File: src/rtl/router_pkg.sv
// Shared constants for the 1x3 router: port address codes and watchdog defaults.
package router_pkg;

  localparam int unsigned ADDR_W = 2;

  localparam logic [ADDR_W-1:0] ADDR_P0   = 2'b00;
  localparam logic [ADDR_W-1:0] ADDR_P1   = 2'b01;
  localparam logic [ADDR_W-1:0] ADDR_P2   = 2'b10;
  localparam logic [ADDR_W-1:0] ADDR_NONE = 2'b11;

  localparam int unsigned DEF_TIMEOUT = 30;
  localparam int unsigned DEF_CNT_W   = 5;

endpackage

File: src/rtl/router_stall_timer.sv
// Per-port stall watchdog: pulses soft_reset for one cycle after TIMEOUT
// consecutive edges where the port holds data that nobody reads.
module router_stall_timer
  import router_pkg::*;
#(
  parameter int unsigned TIMEOUT = DEF_TIMEOUT,
  parameter int unsigned CNT_W   = DEF_CNT_W
) (
  input  logic clock,
  input  logic resetn,
  input  logic vld,
  input  logic rd,
  output logic soft_reset
);

  localparam logic [CNT_W-1:0] LAST = CNT_W'(TIMEOUT - 1);

  logic [CNT_W-1:0] cnt;
  logic             stall;

  assign stall = vld & ~rd;

  // Count consecutive stalled edges; wrap to zero on the firing edge.
  always_ff @(posedge clock or negedge resetn) begin
    if (!resetn) begin
      cnt        <= '0;
      soft_reset <= 1'b0;
    end else if (!stall) begin
      cnt        <= '0;
      soft_reset <= 1'b0;
    end else if (cnt >= LAST) begin
      cnt        <= '0;
      soft_reset <= 1'b1;
    end else begin
      cnt        <= cnt + CNT_W'(1);
      soft_reset <= 1'b0;
    end
  end

endmodule

File: src/rtl/router_sync.sv
// Router input-side port controller: latches the header address, steers write
// strobes and full flags to the addressed FIFO, and runs per-port watchdogs.
module router_sync
  import router_pkg::*;
#(
  parameter int unsigned TIMEOUT = DEF_TIMEOUT,
  parameter int unsigned CNT_W   = DEF_CNT_W
) (
  input  logic              clock,
  input  logic              resetn,
  input  logic              detect_add,
  input  logic              write_enb_reg,
  input  logic [ADDR_W-1:0] data_in,
  input  logic              read_enb_0,
  input  logic              read_enb_1,
  input  logic              read_enb_2,
  input  logic              empty_0,
  input  logic              empty_1,
  input  logic              empty_2,
  input  logic              full_0,
  input  logic              full_1,
  input  logic              full_2,
  output logic [2:0]        write_enb,
  output logic              fifo_full,
  output logic              vld_out_0,
  output logic              vld_out_1,
  output logic              vld_out_2,
  output logic              soft_reset_0,
  output logic              soft_reset_1,
  output logic              soft_reset_2
);

  logic [ADDR_W-1:0] addr;

  // Destination address, captured while the FSM decodes the header.
  always_ff @(posedge clock or negedge resetn) begin
    if (!resetn) begin
      addr <= ADDR_NONE;
    end else if (detect_add) begin
      addr <= data_in;
    end
  end

  // Zero-latency steering; the "no port" code gates everything off.
  always_comb begin
    write_enb = 3'b000;
    fifo_full = 1'b0;
    case (addr)
      ADDR_P0: begin
        write_enb[0] = write_enb_reg;
        fifo_full    = full_0;
      end
      ADDR_P1: begin
        write_enb[1] = write_enb_reg;
        fifo_full    = full_1;
      end
      ADDR_P2: begin
        write_enb[2] = write_enb_reg;
        fifo_full    = full_2;
      end
      default: begin
        write_enb = 3'b000;
        fifo_full = 1'b0;
      end
    endcase
  end

  assign vld_out_0 = ~empty_0;
  assign vld_out_1 = ~empty_1;
  assign vld_out_2 = ~empty_2;

  router_stall_timer #(.TIMEOUT(TIMEOUT), .CNT_W(CNT_W)) u_timer_0 (
    .clock      (clock),
    .resetn     (resetn),
    .vld        (vld_out_0),
    .rd         (read_enb_0),
    .soft_reset (soft_reset_0)
  );

  router_stall_timer #(.TIMEOUT(TIMEOUT), .CNT_W(CNT_W)) u_timer_1 (
    .clock      (clock),
    .resetn     (resetn),
    .vld        (vld_out_1),
    .rd         (read_enb_1),
    .soft_reset (soft_reset_1)
  );

  router_stall_timer #(.TIMEOUT(TIMEOUT), .CNT_W(CNT_W)) u_timer_2 (
    .clock      (clock),
    .resetn     (resetn),
    .vld        (vld_out_2),
    .rd         (read_enb_2),
    .soft_reset (soft_reset_2)
  );

endmodule

File: config.mk
export PLATFORM = sky130hd
export DESIGN_NAME = router_sync
export DESIGN_NICKNAME = d
export VERILOG_FILES = /design/src/rtl/router_pkg.sv /design/src/rtl/router_stall_timer.sv /design/src/rtl/router_sync.sv
export SDC_FILE = /design/constraint.sdc
export NUM_CORES = 1
export LEC_CHECK = 0
export BUFFER_PORTS_ARGS = -buffer_cell sky130_fd_sc_hd__buf_2
export CAP_MARGIN = 20
export CORE_UTILIZATION = 40
export CTS_BUF_LIST = sky130_fd_sc_hd__clkbuf_4 sky130_fd_sc_hd__clkbuf_8
export DETAILED_ROUTE_END_ITERATION = 16
export PLACE_DENSITY_LB_ADDON = 0.08
export SLEW_MARGIN = 20
export SYNTH_ARGS = -nofsm -noshare
export SYNTH_HDL_FRONTEND = slang
export SYNTH_SLANG_ARGS = --single-unit
File: constraint.sdc
create_clock -name clock -period 1.7 [get_ports clock]
set_clock_uncertainty 0.2 [all_clocks]
set_input_delay 0.34 -clock clock [delete_from_list [all_inputs] [get_ports clock]]
set_output_delay 0.34 -clock clock [all_outputs]
set_load 0.005 [all_outputs]
==> impl_table.tex, run 1 <==
\begin{tabular}{lr}
\hline
Metric & Value \\
\hline
\multicolumn{2}{l}{\textbf{Cells and area}} \\
Post-route insts no fill & 147 \\
Post-route cell area & 1215 µm² \\
Most frequent cells in the layout & buf\_2, nor2\_1, dfrtp\_1 \\
Leading cell type in the layout, fill and taps excluded & buf\_2 \\
Ratio of cells with drive above 1 in the final layout & between 30\% and 40\% \\
Area growth syn-to-layout & 27.26\% \\
Inserted Diodes & 0 \\
Total Nets Final & 141 \\
\multicolumn{2}{l}{\textbf{Clock network}} \\
Root buffer selected by CTS & clkbuf\_4 \\
Number of buffers inserted during clock tree synthesis & 3 \\
Clock transition at path regs & 0.11 ns \\
H-tree Lvls & 1 \\
TritonCTS clock tree & done \\
Sink count of the clock tree & 20 \\
Deepest clock path buffer count & 2 \\
Clk Latency, worst-skew pair & just under 0.3 ns \\
\multicolumn{2}{l}{\textbf{Power}} \\
Total power & around 1 mW \\
Static power due to leakage & 0.5942 nW \\
Comb power frac & 10.6\% \\
Areal power density over the cells & 812.7 nW/µm² \\
Sequential share of power & approximately 50\% \\
Sw Ratio & between 20\% and 30\% \\
Part of the total power dissipated in the clock network & 38.0\% \\
Switching power of the nets & 0.2021 mW \\
Maximum vdd ir drop & 482.6 µV \\
Cell Int Power & 0.7853 mW \\
\multicolumn{2}{l}{\textbf{STA}} \\
Worst Hold Margin & 0.02485 ns \\
Hold violation count in the final report & 0 \\
Fmax & 556.3 MHz \\
Total of endpoints with negative setup slack in the final report & 2 \\
Number of pins exceeding their max-slew limit in the final report & 0 \\
Final Worst Setup Slack & -0.09744 ns \\
Post-layout min period & 1.797 ns \\
Final worst-path cycle share & 105.7\% \\
Setup repair after global routing missed its margin & yes \\
Measured slew at the worst slew-check pin & 0.4267 ns \\
Max-Slew Margin vs Limit & 71.56\% \\
\multicolumn{2}{l}{\textbf{Critical path}} \\
Slowest Stage Delay on Critical Path & 0.57 ns \\
Critical path buffers and inverters & 1 \\
Worst path required time & 1.16 ns \\
Data arrival time of the critical path & 1.26 ns \\
Startpoint-to-endpoint class of the critical path & reg2out \\
Largest delay share family, worst path & flip-flops \\
Critical path capture point type & primary output \\
Worst-path maximum fanout & 4 \\
Type of origin of the critical path & flop \\
Critical-path top delay cell & dfstp\_2 \\
Worst-path cell chain & mux2i\_1 -> o21ai\_1 -> buf\_2 \\
\multicolumn{2}{l}{\textbf{Global routing}} \\
Maximum number of pins on one net before global-route repair & 21 \\
Via count of the first global-routing pass & 674 \\
Grt total ovfl & 0 \\
Wire length of the first global-routing pass & around 2800 µm \\
Global-route usage over all layers & 14.86\% \\
Antenna violations before repair & 0 \\
\multicolumn{2}{l}{\textbf{Detailed routing}} \\
Via Count & 679 \\
Final Routed Wirelength & 1412 µm \\
Post-route antenna net violation count & 0 \\
Routed wirelength normalized by instance count & 9.605 µm \\
Detailed Route Iter0 Violations & 5 \\
1st-pass router iterations & 4 \\
Number of vias per cell after detailed routing & 4.619 \\
Final routed DRC violation total & 0 \\
\multicolumn{2}{l}{\textbf{Placement}} \\
Final estimated routing congestion in global placement & $\sim$0.66 \\
Setup slack at placement & 0.2029 ns \\
Placement Cell Area & 1110 µm² \\
I/O Buffers & 24 \\
Instance count after placement with tap cells included & 138 \\
Sum of net half-perimeters after detailed placement & $\sim$1100 µm \\
\multicolumn{2}{l}{\textbf{Logic synthesis}} \\
Share of synthesized area occupied by flip-flops and latches & 52.69\% \\
Count of warnings emitted by yosys & 0 \\
Synthesized Nets & 107 \\
Number of distinct library cells after synthesis & 18 \\
Synth top area cells & dfrtp\_1, ha\_1, nor2\_1 \\
Area fraction of the dominant cell type after synthesis & a little under half \\
Flops \& latches, synth & 20 \\
Combined area of all synthesized cells & roughly 950 µm² \\
Post-synthesis cell type with the largest combined area & dfrtp\_1 \\
Gate Count Post-Synth & 86 \\
Mean post-synth cell area & 11.10 µm² \\
\multicolumn{2}{l}{\textbf{Outcome}} \\
Violations in the final reports & setup timing \\
Result of the run & finished with violations \\
\multicolumn{2}{l}{\textbf{Die}} \\
Total core area & roughly 2200 µm² \\
Area of the die & 2586 µm² \\
Horizontal extent of the die & 50.86 µm \\
Chip height & 50.86 µm \\
I/O pin count & 25 \\
Starting density of the core & 42.75\% \\
Number of placement rows & 17 \\
\multicolumn{2}{l}{\textbf{Min path}} \\
Worst min path class & in2reg \\
\multicolumn{2}{l}{\textbf{Run}} \\
Count of maximum capacitance violations & 0 \\
\hline
\end{tabular}
## cell families after synthesis
logic type / count (synthesis) / synth area share, %
flip-flops: 20 / 52.69
buffers and inverters: 6 / 2.359
multiplexers: 3 / 3.407
AO/OA/AOI/OAI: 4 / 3.277
XOR/XNOR: 9 / 8.257
adder cells (fa/ha/maj): 6 / 7.863
AND/OR/NAND/NOR: 38 / 22.15
## metal layers
layer | track usage [%] | share of wire [%] | vias to the layer above
li1 | - | - | 354
met1 | 19.34 | 47 | 309
met5 | 0 | 0 | -
met3 | 2.976 | 4.6 | 2
met2 | 23.11 | 47 | 14
met4 | 8.333 | 1.1 | 0
## path summary, 6_finish.rpt
check | from | endpoint | slack (ns) | cells past startpoint
worst min-delay path | empty_0 | u_timer_0.soft_reset$_DFF_PN0_ | 0.02 | 2
worst max-delay path | addr[1]$_DFFE_PN1P_ | fifo_full | -0.1 | 3
worst min register to register | u_timer_2.cnt[4]$_DFF_PN0_ | u_timer_2.cnt[4]$_DFF_PN0_ | 0.36 | 2
worst max register to register | u_timer_2.cnt[1]$_DFF_PN0_ | u_timer_2.cnt[2]$_DFF_PN0_ | 0.28 | 5
min in group asynchronous | resetn | u_timer_2.cnt[3]$_DFF_PN0_ | 0.30 | 2
max in group asynchronous | resetn | addr[1]$_DFFE_PN1P_ | 0.67 | 2
## synth_stat cells
library cell / instances
mux2_2: 2
xor2_1: 6
dfstp_2: 2
inv_1: 6
and3b_1: 1
o21ai_2: 3
nor2_1: 19
nand2_1: 1
nor3_4: 3
o21ai_0: 1
nand3b_1: 1
nor4_1: 3
ha_1: 6
nor3b_1: 1
nand3_1: 9
xnor2_1: 3
dfrtp_1: 18
mux2i_1: 1
## metrics by stage
| step | setup TNS (ns) | util [%] |
|---|---|---|
| floorplan | 0 | - |
| global placement | 0 | 49.69 |
| detailed placement | 0 | 49.69 |
| CTS | -0.1859 | 54.62 |
| global route | -0.4968 | 54.40 |
| finish | -0.1540 | 54.40 |
## layout make-up
type	count	area, µm²
clock buffer	3	22.52
clock inverter	1	30.03
fill	195	1018
inverter	6	22.52
multi-input combinational	60	429.2
sequential	20	503.0
tap	28	35.03
timing repair buffer	29	172.7
## worst reg2reg max path: cells and delay by family (launching register included)
kind	cells	cell delay, ns
buffers and inverters	1	0.07
adders and majority gates	1	0.21
AOI/OAI and AO/OA	1	0.12
and+or+nand+nor	2	0.31
DFF	1	0.45
## state kept, by name (all words and copies together), names as in the netlist
register and count:
addr 2, u_timer_0.cnt 5, u_timer_0.soft_reset 1, u_timer_1.cnt 5
u_timer_1.soft_reset 1, u_timer_2.cnt 5, u_timer_2.soft_reset 1
## what timing repair did
action	4_1_cts	5_1_grt
hold endpoints to repair	21	0
resized for setup	1	0
buffers inserted	1	0
gates cloned	0	0
endpoints found under the setup margin	2	5
hold buffers	5	0
## power groups by stage
| stage | clock (mW) | sequential (mW) | combinational, mW |
|---|---|---|---|
| 2_1_floorplan | 0 | 0.515 | 0.0501 |
| 3_3_place_gp | 0 | 0.518 | 0.0922 |
| 3_5_place_dp | 0 | 0.518 | 0.0935 |
| 4_1_cts | 0.394 | 0.508 | 0.108 |
| 5_1_grt | 0.416 | 0.512 | 0.120 |
| 6_report | 0.375 | 0.508 | 0.104 |
No activity file was read; power rests on OpenSTA's default activity.
==> run 2: changes to the inputs <==
--- a/config.mk
+++ b/config.mk
@@ -8,5 +8,5 @@
 export BUFFER_PORTS_ARGS = -buffer_cell sky130_fd_sc_hd__buf_2
 export CAP_MARGIN = 20
-export CORE_UTILIZATION = 40
+export CORE_UTILIZATION = 45
 export CTS_BUF_LIST = sky130_fd_sc_hd__clkbuf_4 sky130_fd_sc_hd__clkbuf_8
 export DETAILED_ROUTE_END_ITERATION = 16
--- a/constraint.sdc
+++ b/constraint.sdc
@@ -3,3 +3,3 @@
 set_input_delay 0.34 -clock clock [delete_from_list [all_inputs] [get_ports clock]]
 set_output_delay 0.34 -clock clock [all_outputs]
-set_load 0.005 [all_outputs]
+set_load 0.1 [all_outputs]
==> impl_table.tex, run 2 (synthesis results as in run 1) <==
\begin{tabular}{lr}
\hline
Metric & Value \\
\hline
\multicolumn{2}{l}{\textbf{Outcome}} \\
Result of the run & finished with violations \\
Violations in the final reports & setup timing \\
\multicolumn{2}{l}{\textbf{Die}} \\
Horizontal extent of the die & about 48 µm \\
Chip height & 48.06 µm \\
I/O pin count & 25 \\
Number of placement rows & 16 \\
Area of the die & roughly 2300 µm² \\
Starting density of the core & approximately 48\% \\
Total core area & 1982 µm² \\
\multicolumn{2}{l}{\textbf{Global routing}} \\
Antenna violations before repair & 0 \\
Wire length of the first global-routing pass & 2415 µm \\
Via count of the first global-routing pass & 584 \\
Grt total ovfl & 0 \\
Maximum number of pins on one net before global-route repair & 21 \\
Global-route usage over all layers & between 10\% and 20\% \\
\multicolumn{2}{l}{\textbf{Critical path}} \\
Largest delay share family, worst path & flip-flops \\
Data arrival time of the critical path & 1.40 ns \\
Worst-path maximum fanout & 6 \\
Count of cell instances traversed by the critical path & 3 \\
Slowest Stage Delay on Critical Path & 0.59 ns \\
Startpoint-to-endpoint class of the critical path & reg2out \\
Worst-path cell chain & mux2i\_2 -> o21ai\_4 -> buf\_12 \\
Type of origin of the critical path & flop \\
Critical-path top delay cell & dfstp\_2 \\
Depth of the worst register-to-register path & 4 \\
Critical path capture point type & primary output \\
Worst path required time & 1.16 ns \\
Critical path buffers and inverters & 1 \\
\multicolumn{2}{l}{\textbf{Clock network}} \\
Number of buffers inserted during clock tree synthesis & 3 \\
Clock transition at path regs & 0.11 ns \\
TritonCTS clock tree & done \\
H-tree Lvls & 1 \\
Clk Latency, worst-skew pair & 0.30 ns \\
Deepest clock path buffer count & 2 \\
Root buffer selected by CTS & clkbuf\_4 \\
Sink count of the clock tree & 20 \\
\multicolumn{2}{l}{\textbf{Cells and area}} \\
Area growth syn-to-layout & 39.58\% \\
Storage cell area & 503.0 µm² \\
Final core occ & 67.23\% \\
Post-route insts no fill & 147 \\
Filler cell count in the final layout & 152 \\
Most frequent cells in the layout & nor2\_1, dfrtp\_1, buf\_2 \\
Largest registers & u\_timer\_0.cnt (5), u\_timer\_1.cnt (5), u\_timer\_2.cnt (5) \\
Area of combinational cells with multiple inputs & 459.2 µm² \\
Ratio of cells with drive above 1 in the final layout & 37.50\% \\
Total Nets Final & 142 \\
Inserted Diodes & 0 \\
\multicolumn{2}{l}{\textbf{Detailed routing}} \\
Number of vias per cell after detailed routing & 4.694 \\
Detailed Route Iter0 Violations & 8 \\
Post-route antenna net violation count & 0 \\
1st-pass router iterations & 4 \\
Via Count & 690 \\
Final routed DRC violation total & 0 \\
Final Routed Wirelength & 1518 µm \\
Routed wirelength normalized by instance count & 10.33 µm \\
\multicolumn{2}{l}{\textbf{Min path}} \\
Cell depth of the worst min-delay path & 2 \\
Worst min path class & in2reg \\
\multicolumn{2}{l}{\textbf{Placement}} \\
Final estimated routing congestion in global placement & 0.7802 \\
Sum of net half-perimeters after detailed placement & around 1100 µm \\
I/O Buffers & 24 \\
Instance count after placement with tap cells included & $\sim$140 \\
\multicolumn{2}{l}{\textbf{STA}} \\
Number of pins exceeding their max-slew limit in the final report & 0 \\
Post-layout min period & just under 2 ns \\
Aggregate negative setup slack & -0.5711 ns \\
Setup repair after global routing missed its margin & yes \\
Hold violation count in the final report & 0 \\
Max-Slew Margin vs Limit & 67.88\% \\
Measured slew at the worst slew-check pin & slightly below 0.5 ns \\
Total of endpoints with negative setup slack in the final report & 4 \\
Final worst-path cycle share & 114.2\% \\
Worst Hold Margin & 0.01395 ns \\
Fmax & between 500 and 600 MHz \\
Final Worst Setup Slack & -0.2416 ns \\
\multicolumn{2}{l}{\textbf{Power}} \\
Maximum vdd ir drop & roughly 500 µV \\
Areal power density over the cells & between 700 and 800 nW/µm² \\
Static power due to leakage & 0.6263 nW \\
\multicolumn{2}{l}{\textbf{Run}} \\
Count of maximum capacitance violations & 0 \\
\hline
\end{tabular}
[run 2: metrics by stage]
stage / area [µm²] / power, mW / setup WS [ns]
final: 1333 / 1.004 / -0.2416
after floorplan: 980.9 / 0.6626 / -0.2636
after detailed placement: 1240 / 0.7530 / 0.04042
after global routing: 1333 / 1.053 / -0.3075
after CTS: 1333 / 1.015 / -0.2464
after global placement: 1240 / 0.7497 / 0.05311
[run 2: worst paths after layout]
check                                            from                             end  slack [ns]
hold reg to reg            u_timer_0.cnt[4]$_DFF_PN0_      u_timer_0.cnt[4]$_DFF_PN0_        0.36
setup / recovery                  addr[1]$_DFFE_PN1P_                       fifo_full       -0.24
setup reg to reg           u_timer_2.cnt[0]$_DFF_PN0_      u_timer_2.cnt[3]$_DFF_PN0_        0.30
max in group asynchronous                      resetn             addr[1]$_DFFE_PN1P_        0.66
hold / removal                                empty_0  u_timer_0.soft_reset$_DFF_PN0_        0.01
min in group asynchronous                      resetn      u_timer_0.cnt[0]$_DFF_PN0_        0.30
[run 2: layer usage]
layer / vias to the layer above / part of all wire (%) / global-route usage [%]
met5: - / 0 / 0
met4: 0 / 1.3 / 10.00
met3: 4 / 4.9 / 3.774
met2: 20 / 50 / 24.86
met1: 311 / 44 / 19.61
li1: 355 / - / -
[run 2: layout make-up]
cell class / count / share of cell area [%]
repair buffers: 30 / 21.31
flip-flops and latches: 20 / 37.75
inverters: 6 / 1.690
multi-input cells: 60 / 34.46
clock buffers: 4 / 2.254
well taps: 27 / 2.535
[run 2: what timing repair did]
action                     CTS  global route
setup buffers                2             0
resized for setup            2             0
hold buffers                 4             0
hold endpoints to repair    21             0
setup endpoints to repair    4             4
[run 2: report_power, final]
group          switching, mW  leakage (nW)  internal (mW)
sequential            0.0175         0.269          0.491
combinational          0.148         0.339          0.103
clock                  0.138        0.0184          0.107
[run 2: worst reg2reg max path: cells and delay by family (launching register included)]
kind / cells / cell delay [ns]
flip-flops: 1 / 0.46
AND/OR/NAND/NOR: 2 / 0.30
AO/OA/AOI/OAI: 1 / 0.12
adder cells (fa/ha/maj): 1 / 0.26
